### src/rtl/spi_slave_param_if.sv
// Pin and word-handshake bundle between an SPI slave and its surroundings.
interface spi_slave_param_if #(
    parameter int unsigned DATA_W = 8
);
    logic              sck;
    logic              ssel_n;
    logic              mosi;
    logic              miso;
    logic              miso_oe;
    logic              frame_active;
    logic [DATA_W-1:0] rx_data;
    logic              rx_valid;
    logic              rx_ready;
    logic [DATA_W-1:0] tx_data;
    logic              tx_valid;
    logic              tx_ready;
    logic              overrun;
    logic              underrun;
    logic              err_clr;

    modport slave (
        input  sck, ssel_n, mosi, rx_ready, tx_data, tx_valid, err_clr,
        output miso, miso_oe, frame_active, rx_data, rx_valid, tx_ready, overrun, underrun
    );

    modport master (
        output sck, ssel_n, mosi, rx_ready, tx_data, tx_valid, err_clr,
        input  miso, miso_oe, frame_active, rx_data, rx_valid, tx_ready, overrun, underrun
    );
endinterface

### src/rtl/spi_slave_param.sv
// Parameterised oversampling SPI slave (any CPOL/CPHA, MSB/LSB first, valid/ready words).
// Sticky overrun/underrun flags are built only when SPI_SLAVE_ERR_FLAGS_EN is defined.
module spi_slave_param #(
    parameter int unsigned DATA_W      = 8,
    parameter bit          CPOL        = 1'b0,
    parameter bit          CPHA        = 1'b0,
    parameter bit          MSB_FIRST   = 1'b1,
    parameter int unsigned SYNC_STAGES = 2
) (
    input logic              clk,
    input logic              rst,
    spi_slave_param_if.slave bus
);
    localparam int unsigned      CNT_W       = $clog2(DATA_W);
    localparam logic [CNT_W-1:0] LAST_BIT    = CNT_W'(DATA_W - 1);
    localparam bit               SAMPLE_RISE = (CPOL == CPHA);

    typedef enum logic {ST_IDLE, ST_ACTIVE} state_e;

    logic [SYNC_STAGES-1:0] sck_sync_q, ssel_sync_q, mosi_sync_q;
    logic                   sck_prev_q, ssel_prev_q;

    // Pin synchronisers; idle levels on reset so no phantom edge appears afterwards
    always_ff @(posedge clk or posedge rst) begin
        if (rst) begin
            sck_sync_q  <= {SYNC_STAGES{CPOL}};
            ssel_sync_q <= '1;
            mosi_sync_q <= '0;
            sck_prev_q  <= CPOL;
            ssel_prev_q <= 1'b1;
        end else begin
            sck_sync_q  <= {sck_sync_q[SYNC_STAGES-2:0], bus.sck};
            ssel_sync_q <= {ssel_sync_q[SYNC_STAGES-2:0], bus.ssel_n};
            mosi_sync_q <= {mosi_sync_q[SYNC_STAGES-2:0], bus.mosi};
            sck_prev_q  <= sck_sync_q[SYNC_STAGES-1];
            ssel_prev_q <= ssel_sync_q[SYNC_STAGES-1];
        end
    end

    logic sck_s, ssel_s, mosi_s;
    logic sample_c, shift_edge_c, frame_start_c, frame_end_c;
    assign sck_s         = sck_sync_q[SYNC_STAGES-1];
    assign ssel_s        = ssel_sync_q[SYNC_STAGES-1];
    assign mosi_s        = mosi_sync_q[SYNC_STAGES-1];
    assign sample_c      = SAMPLE_RISE ? (sck_s & ~sck_prev_q) : (~sck_s & sck_prev_q);
    assign shift_edge_c  = SAMPLE_RISE ? (~sck_s & sck_prev_q) : (sck_s & ~sck_prev_q);
    assign frame_start_c = ssel_prev_q & ~ssel_s;
    assign frame_end_c   = ~ssel_prev_q & ssel_s;

    state_e            state_q, state_d;
    logic [CNT_W-1:0]  bit_cnt_q, bit_cnt_d;
    logic [DATA_W-1:0] rx_sr_q, rx_sr_d, tx_sr_q, tx_sr_d;
    logic [DATA_W-1:0] hold_q, hold_d, rx_data_q, rx_data_d;
    logic              hold_empty_q, hold_empty_d;
    logic              rx_valid_q, rx_valid_d;
    logic              done_q, done_d;
    logic              skip_q, skip_d;
    logic              reload_c, shift_c, ovr_set_c, und_set_c;

    always_ff @(posedge clk or posedge rst) begin
        if (rst) begin
            state_q      <= ST_IDLE;
            bit_cnt_q    <= '0;
            rx_sr_q      <= '0;
            tx_sr_q      <= '0;
            hold_q       <= '0;
            hold_empty_q <= 1'b1;
            rx_data_q    <= '0;
            rx_valid_q   <= 1'b0;
            done_q       <= 1'b0;
            skip_q       <= 1'b0;
        end else begin
            state_q      <= state_d;
            bit_cnt_q    <= bit_cnt_d;
            rx_sr_q      <= rx_sr_d;
            tx_sr_q      <= tx_sr_d;
            hold_q       <= hold_d;
            hold_empty_q <= hold_empty_d;
            rx_data_q    <= rx_data_d;
            rx_valid_q   <= rx_valid_d;
            done_q       <= done_d;
            skip_q       <= skip_d;
        end
    end

    // skip_q: the next shift edge reloads (CPHA=0) or is ignored (CPHA=1) instead of shifting
    always_comb begin
        state_d      = state_q;
        bit_cnt_d    = bit_cnt_q;
        rx_sr_d      = rx_sr_q;
        tx_sr_d      = tx_sr_q;
        hold_d       = hold_q;
        hold_empty_d = hold_empty_q;
        rx_data_d    = rx_data_q;
        rx_valid_d   = rx_valid_q;
        done_d       = 1'b0;
        skip_d       = skip_q;
        reload_c     = 1'b0;
        shift_c      = 1'b0;
        ovr_set_c    = 1'b0;
        und_set_c    = 1'b0;

        case (state_q)
            ST_IDLE: begin
                if (frame_start_c) begin
                    state_d   = ST_ACTIVE;
                    bit_cnt_d = '0;
                    reload_c  = 1'b1;
                    skip_d    = CPHA;
                end
            end
            ST_ACTIVE: begin
                if (frame_end_c) begin
                    state_d   = ST_IDLE;
                    bit_cnt_d = '0;
                    rx_sr_d   = '0;
                    tx_sr_d   = '0;
                    skip_d    = 1'b0;
                end else begin
                    if (sample_c) begin
                        rx_sr_d = MSB_FIRST ? {rx_sr_q[DATA_W-2:0], mosi_s}
                                            : {mosi_s, rx_sr_q[DATA_W-1:1]};
                        if (bit_cnt_q == LAST_BIT) begin
                            bit_cnt_d = '0;
                            done_d    = 1'b1;
                            skip_d    = 1'b1;
                            reload_c  = CPHA;
                        end else begin
                            bit_cnt_d = CNT_W'(bit_cnt_q + 1'b1);
                        end
                    end
                    if (shift_edge_c) begin
                        if (skip_q) begin
                            skip_d   = 1'b0;
                            reload_c = ~CPHA;
                        end else begin
                            shift_c = 1'b1;
                        end
                    end
                end
            end
            default: state_d = ST_IDLE;
        endcase

        if (shift_c) begin
            tx_sr_d = MSB_FIRST ? {tx_sr_q[DATA_W-2:0], 1'b0} : {1'b0, tx_sr_q[DATA_W-1:1]};
        end
        // A reload sees the holding register as it was before any same-cycle accept
        if (reload_c) begin
            if (!hold_empty_q) begin
                tx_sr_d      = hold_q;
                hold_empty_d = 1'b1;
            end else begin
                tx_sr_d   = '0;
                und_set_c = 1'b1;
            end
        end
        if (bus.tx_valid && hold_empty_q) begin
            hold_d       = bus.tx_data;
            hold_empty_d = 1'b0;
        end

        if (rx_valid_q && bus.rx_ready) begin
            rx_valid_d = 1'b0;
        end
        if (done_q) begin
            rx_data_d  = rx_sr_q;
            rx_valid_d = 1'b1;
            ovr_set_c  = rx_valid_q & ~bus.rx_ready;
        end
    end

    assign bus.frame_active = (state_q == ST_ACTIVE);
    assign bus.miso_oe      = (state_q == ST_ACTIVE);
    assign bus.miso         = (state_q == ST_ACTIVE) &
                              (MSB_FIRST ? tx_sr_q[DATA_W-1] : tx_sr_q[0]);
    assign bus.rx_data      = rx_data_q;
    assign bus.rx_valid     = rx_valid_q;
    assign bus.tx_ready     = hold_empty_q;

`ifdef SPI_SLAVE_ERR_FLAGS_EN
    logic ovr_q, ovr_d, und_q, und_d;
    assign ovr_d = ovr_set_c | (ovr_q & ~bus.err_clr);
    assign und_d = und_set_c | (und_q & ~bus.err_clr);

    always_ff @(posedge clk or posedge rst) begin
        if (rst) begin
            ovr_q <= 1'b0;
            und_q <= 1'b0;
        end else begin
            ovr_q <= ovr_d;
            und_q <= und_d;
        end
    end

    assign bus.overrun  = ovr_q;
    assign bus.underrun = und_q;
`else
    logic unused_err_c;
    assign unused_err_c = bus.err_clr ^ ovr_set_c ^ und_set_c;
    assign bus.overrun  = 1'b0;
    assign bus.underrun = 1'b0;
`endif
endmodule

### src/flat_wrapper.sv
// flat-port wrapper written by rule: the top's interface ports become plain ports
module spi_slave_param_flat 
#(
    parameter int unsigned DATA_W      = 8,
    parameter bit          CPOL        = 1'b0,
    parameter bit          CPHA        = 1'b0,
    parameter bit          MSB_FIRST   = 1'b1,
    parameter int unsigned SYNC_STAGES = 2
)
  (clk, rst, bus_sck, bus_ssel_n, bus_mosi, bus_rx_ready, bus_tx_data, bus_tx_valid, bus_err_clr, bus_miso, bus_miso_oe, bus_frame_active, bus_rx_data, bus_rx_valid, bus_tx_ready, bus_overrun, bus_underrun);
  spi_slave_param_if #(.DATA_W(DATA_W)) bus_i ();
  input logic clk;
  input logic rst;
  input wire logic [$bits(bus_i.sck)-1:0] bus_sck;
  input wire logic [$bits(bus_i.ssel_n)-1:0] bus_ssel_n;
  input wire logic [$bits(bus_i.mosi)-1:0] bus_mosi;
  input wire logic [$bits(bus_i.rx_ready)-1:0] bus_rx_ready;
  input wire logic [$bits(bus_i.tx_data)-1:0] bus_tx_data;
  input wire logic [$bits(bus_i.tx_valid)-1:0] bus_tx_valid;
  input wire logic [$bits(bus_i.err_clr)-1:0] bus_err_clr;
  output wire logic [$bits(bus_i.miso)-1:0] bus_miso;
  output wire logic [$bits(bus_i.miso_oe)-1:0] bus_miso_oe;
  output wire logic [$bits(bus_i.frame_active)-1:0] bus_frame_active;
  output wire logic [$bits(bus_i.rx_data)-1:0] bus_rx_data;
  output wire logic [$bits(bus_i.rx_valid)-1:0] bus_rx_valid;
  output wire logic [$bits(bus_i.tx_ready)-1:0] bus_tx_ready;
  output wire logic [$bits(bus_i.overrun)-1:0] bus_overrun;
  output wire logic [$bits(bus_i.underrun)-1:0] bus_underrun;
  assign bus_i.sck = bus_sck;
  assign bus_i.ssel_n = bus_ssel_n;
  assign bus_i.mosi = bus_mosi;
  assign bus_i.rx_ready = bus_rx_ready;
  assign bus_i.tx_data = bus_tx_data;
  assign bus_i.tx_valid = bus_tx_valid;
  assign bus_i.err_clr = bus_err_clr;
  assign bus_miso = bus_i.miso;
  assign bus_miso_oe = bus_i.miso_oe;
  assign bus_frame_active = bus_i.frame_active;
  assign bus_rx_data = bus_i.rx_data;
  assign bus_rx_valid = bus_i.rx_valid;
  assign bus_tx_ready = bus_i.tx_ready;
  assign bus_overrun = bus_i.overrun;
  assign bus_underrun = bus_i.underrun;
  spi_slave_param #(.DATA_W(DATA_W), .CPOL(CPOL), .CPHA(CPHA), .MSB_FIRST(MSB_FIRST), .SYNC_STAGES(SYNC_STAGES)) u_core (.clk(clk), .rst(rst), .bus(bus_i));
endmodule
### config.mk
export PLATFORM = sky130hd
export DESIGN_NAME = spi_slave_param_flat
export DESIGN_NICKNAME = d
export VERILOG_FILES = /design/src/rtl/spi_slave_param_if.sv /design/src/rtl/spi_slave_param.sv /design/src/flat_wrapper.sv
export SDC_FILE = /design/constraint.sdc
export NUM_CORES = 1
export LEC_CHECK = 0
export BUFFER_PORTS_ARGS = -buffer_cell sky130_fd_sc_hd__clkbuf_2
export CAP_MARGIN = 20
export CORE_AREA = 2 2 84 86
export CTS_CLUSTER_SIZE = 10
export DETAILED_ROUTE_END_ITERATION = 10
export DIE_AREA = 0 0 86 88
export PLACE_DENSITY = 0.5
export SYNTH_ARGS = -nofsm -noshare
export SYNTH_HDL_FRONTEND = slang
export SYNTH_SLANG_ARGS = --single-unit
### constraint.sdc
create_clock -name clk -period 1.8 [get_ports clk]
set_input_delay 0.18 -clock clk [delete_from_list [all_inputs] [get_ports clk]]
set_output_delay 0.18 -clock clk [all_outputs]
set_load 0.02 [all_outputs]
==> results.txt <==
----------------------------------------------------
[Global route]
  Number of global-route vias before repair ... 1,212
  Total global routing track utilization ... 9.83%
  Global-route wire length before repair ... 5.80 mm
  Maximum number of pins on one net before global-route repair ... 29
  Number of antenna violations at the first check in global routing ... 0
  GRT overflow ... 0

[Job]
  Number of max-capacitance violations reported ... 0

[Placed design]
  Cell Area, Placed ... 0.00225 mm2
  Placed wire-length estimate after detailed placement ... 2.34 mm
  Placed cell count ... 261
  Number of I/O port buffers ... 27
  Placer Congestion ... 0.731

[Clock network]
  TritonCTS Buffers ... 5
  Root Driver ... sky130_fd_sc_hd__clkbuf_8
  Deepest clock path buffer count ... 2
  TritonCTS Sinks ... 48
  Post-CTS clock slew at the launch and capture registers of the worst setup and hold paths ... 0.08 ns
  TritonCTS clock tree ... built
  H-tree Lvls ... 2
  Worst-skew pair later-pin latency ... 0.30 ns

[STA]
  Post-route minimum period ... 1.73 ns
  Final clock period utilization by the worst path ... 96.2%
  Setup TNS ... 0 ns
  Achievable frequency ... 577 MHz
  Setup violations, final ... 0
  Final number of hold-violating endpoints ... 0
  Final Max Tran Viols ... 0
  Worst setup skew after layout ... 0.00839 ns
  Worst-case hold slack ... 0.0312 ns
  Unrepaired setup endpoints after global routing ... false

[Floorplan]
  Core region area ... 0.00664 mm2
  Initial Utilization ... 30.3%
  Die height ... 88 um
  Total die area ... 0.00757 mm2
  Number of placement rows ... 30
  Die extent in x ... 86 um
  Count of pins on the block boundary ... 31

[Drt]
  Post-route DRC ... 0
  DRC violation total after the first TritonRoute iteration ... 63
  Total number of vias ... 1,235
  Number of nets still failing antenna checks after routing ... 0
  Mean routed wirelength per cell ... 12.4 um
  Via density ... 4.52
  First drt pass iteration count ... 4
  Routed wire length ... 3.38 mm

[Synth]
  Flip-flop cell with the highest count after synthesis ... sky130_fd_sc_hd__dfrtp_1
  Instance count of the mapped netlist ... 157
  Number of synthesis warnings ... 0
  Proportion of synthesized chip area in sequential cells ... 59.9%
  Post-synthesis area per instance ... 12.8 um2
  EDFF count, synth ... 0
  Async set or reset register ratio after synthesis ... 100%
  Flop and latch count out of synthesis ... 48
  Netlist Area Pre-Place ... 0.00201 mm2
  Netlist cell types ... 36

[Layout]
  Non-filler instance count after layout ... 273
  Leading cell types in the layout, fill and taps excluded ... sky130_fd_sc_hd__dfrtp_1 (44), sky130_fd_sc_hd__clkbuf_2 (27), sky130_fd_sc_hd__mux2_2 (16), sky130_fd_sc_hd__inv_1 (13), sky130_fd_sc_hd__nand4_1 (9)
  Footprint of the multi-input gates ... 698 um2
  Sequential Area ... 0.00121 mm2
  Most common library cell in the layout ignoring fill and taps ... sky130_fd_sc_hd__dfrtp_1
  Area delta synth->final ... 18.4%
  Total number of nets in the final design ... 210
  Fraction of layout cells with a size suffix above 1 ... 36.8%
  Count of antenna diodes in the layout ... 0
  Design Area, Final ... 0.00238 mm2
  Fill cell count ... 654
  Core Util, Final ... 35.9%

[Setup path]
  Critical Path End Type ... flip-flop
  Delay of the slowest cell on the worst path ... 0.60 ns
  Critical Path Source Type ... flip-flop
  Critical-path top delay cell ... sky130_fd_sc_hd__dfstp_2
  Kind of critical path ... reg2reg
  Critical path required time ... 1.98 ns
  Critical path data arrival time ... 1.91 ns
  Highest net fanout along the worst path ... 8
  Crit-path cells ... nand2b_2, a21oi_1, or2_1, mux2_4

[Run status]
  Result of the run ... complete, no violations

[Pwr]
  Total power density per cell area ... 1040 mW/mm2
  P_leak ... 1.18 nW
  Peak VDD IR ... 519 uV

[Hold path]
  Min-Delay Path Class ... in2reg

----------------------------------------------------
## layer usage
metal	GRT usage [%]	wire, um
met1	13.0	1650
met2	14.9	1530
met3	3.30	161
met4	3.90	39
met5	0	0
## flip-flops by register name, summed over array words and instances, names as in the netlist, 2 cells and up
name                count
u_core.tx_sr_q          8
u_core.hold_q           8
u_core.bus.rx_data      8
u_core.bit_cnt_q        3
u_core.rx_sr_q          8
u_core.sck_sync_q       2
u_core.mosi_sync_q      2
u_core.ssel_sync_q      2
## power breakdown
group          leakage (nW)  switching (mW)  internal [mW]
logic                 0.512           0.217          0.228
clock network        0.0445           0.349          0.312
registers             0.619           0.108           1.26
total                  1.18           0.675           1.80
## Yosys cell counts (2+ instances only)
cell type / count / area share [%]
sky130_fd_sc_hd__nor2_1: 2 / 0.37
sky130_fd_sc_hd__o21ai_0: 8 / 2.0
sky130_fd_sc_hd__o22ai_1: 2 / 0.62
sky130_fd_sc_hd__a21oi_1: 4 / 0.99
sky130_fd_sc_hd__buf_2: 3 / 0.75
sky130_fd_sc_hd__ha_1: 2 / 1.2
sky130_fd_sc_hd__nor3_1: 2 / 0.50
sky130_fd_sc_hd__clkbuf_1: 3 / 0.56
sky130_fd_sc_hd__and2b_1: 2 / 0.75
sky130_fd_sc_hd__dfstp_2: 4 / 5.2
sky130_fd_sc_hd__a22o_1: 8 / 3.5
sky130_fd_sc_hd__buf_4: 3 / 1.1
sky130_fd_sc_hd__nand2b_1: 2 / 0.62
sky130_fd_sc_hd__inv_1: 14 / 2.6
sky130_fd_sc_hd__mux2_4: 6 / 4.5
sky130_fd_sc_hd__nand4_1: 9 / 2.8
sky130_fd_sc_hd__nand2_1: 6 / 1.1
sky130_fd_sc_hd__dfrtp_1: 44 / 55
sky130_fd_sc_hd__mux2_2: 16 / 8.9
## final timing paths
kind	from	end	slack (ns)	cells after the start
min in group asynchronous	rst	u_core.hold_q[4]$_DFFE_PP0P_	0.43	3
max	u_core.ssel_sync_q[1]$_DFF_PP1_	u_core.tx_sr_q[6]$_DFFE_PP0P_	0.07	4
max in group asynchronous	rst	u_core.bus.tx_ready$_DFFE_PP1P_	0.80	4
max reg2reg	u_core.ssel_sync_q[1]$_DFF_PP1_	u_core.tx_sr_q[6]$_DFFE_PP0P_	0.07	4
min	bus_tx_valid	u_core.bus.tx_ready$_DFFE_PP1P_	0.03	2
min reg2reg	u_core.mosi_sync_q[0]$_DFF_PP0_	u_core.mosi_sync_q[1]$_DFF_PP0_	0.35	0
## worst max-delay path: cells and delay by family (launching register included)
| family | cells | cell delay, ns |
|---|---|---|
| and+or+nand+nor | 2 | 0.54 |
| AOI/OAI and AO/OA | 1 | 0.14 |
| muxes | 1 | 0.34 |
| DFF | 1 | 0.60 |
## kinds of logic (layout without fill, tap and decap cells)
family / after synthesis / count (layout) / share of synthesized area, %
fa+ha+maj: 2 / 2 / 1.24
simple gates: 31 / 31 / 9.26
buf+inv: 24 / 59 / 5.59
mux: 23 / 23 / 13.9
compound gates: 28 / 28 / 9.88
flops: 48 / 48 / 59.9
other cells: 1 / 2 / 0.186
## area by class of cell
class	instances	share of cell area, %
clock buffers	7	3.62
flip-flops and latches	48	50.6
repair buffers	37	9.76
multi-input cells	86	29.3
well taps	80	4.20
inverters	14	2.20
clock inverters	1	0.315
## through the flow
step           power [mW]  setup WS, ns
2_1_floorplan        1.72         0.178
3_3_place_gp         1.83        0.0878
3_5_place_dp         1.84        0.0894
4_1_cts              2.52        0.0617
5_1_grt              2.65       0.00120
6_report             2.47        0.0681
## what timing repair did
| action | in CTS | in global routing |
|---|---|---|
| endpoints found under the hold margin | 20 | 0 |
| setup buffers | 0 | 0 |
| gates resized for setup | 0 | 0 |
| hold buffers | 4 | 0 |
Note: power is estimated with default switching activity, not from simulation.
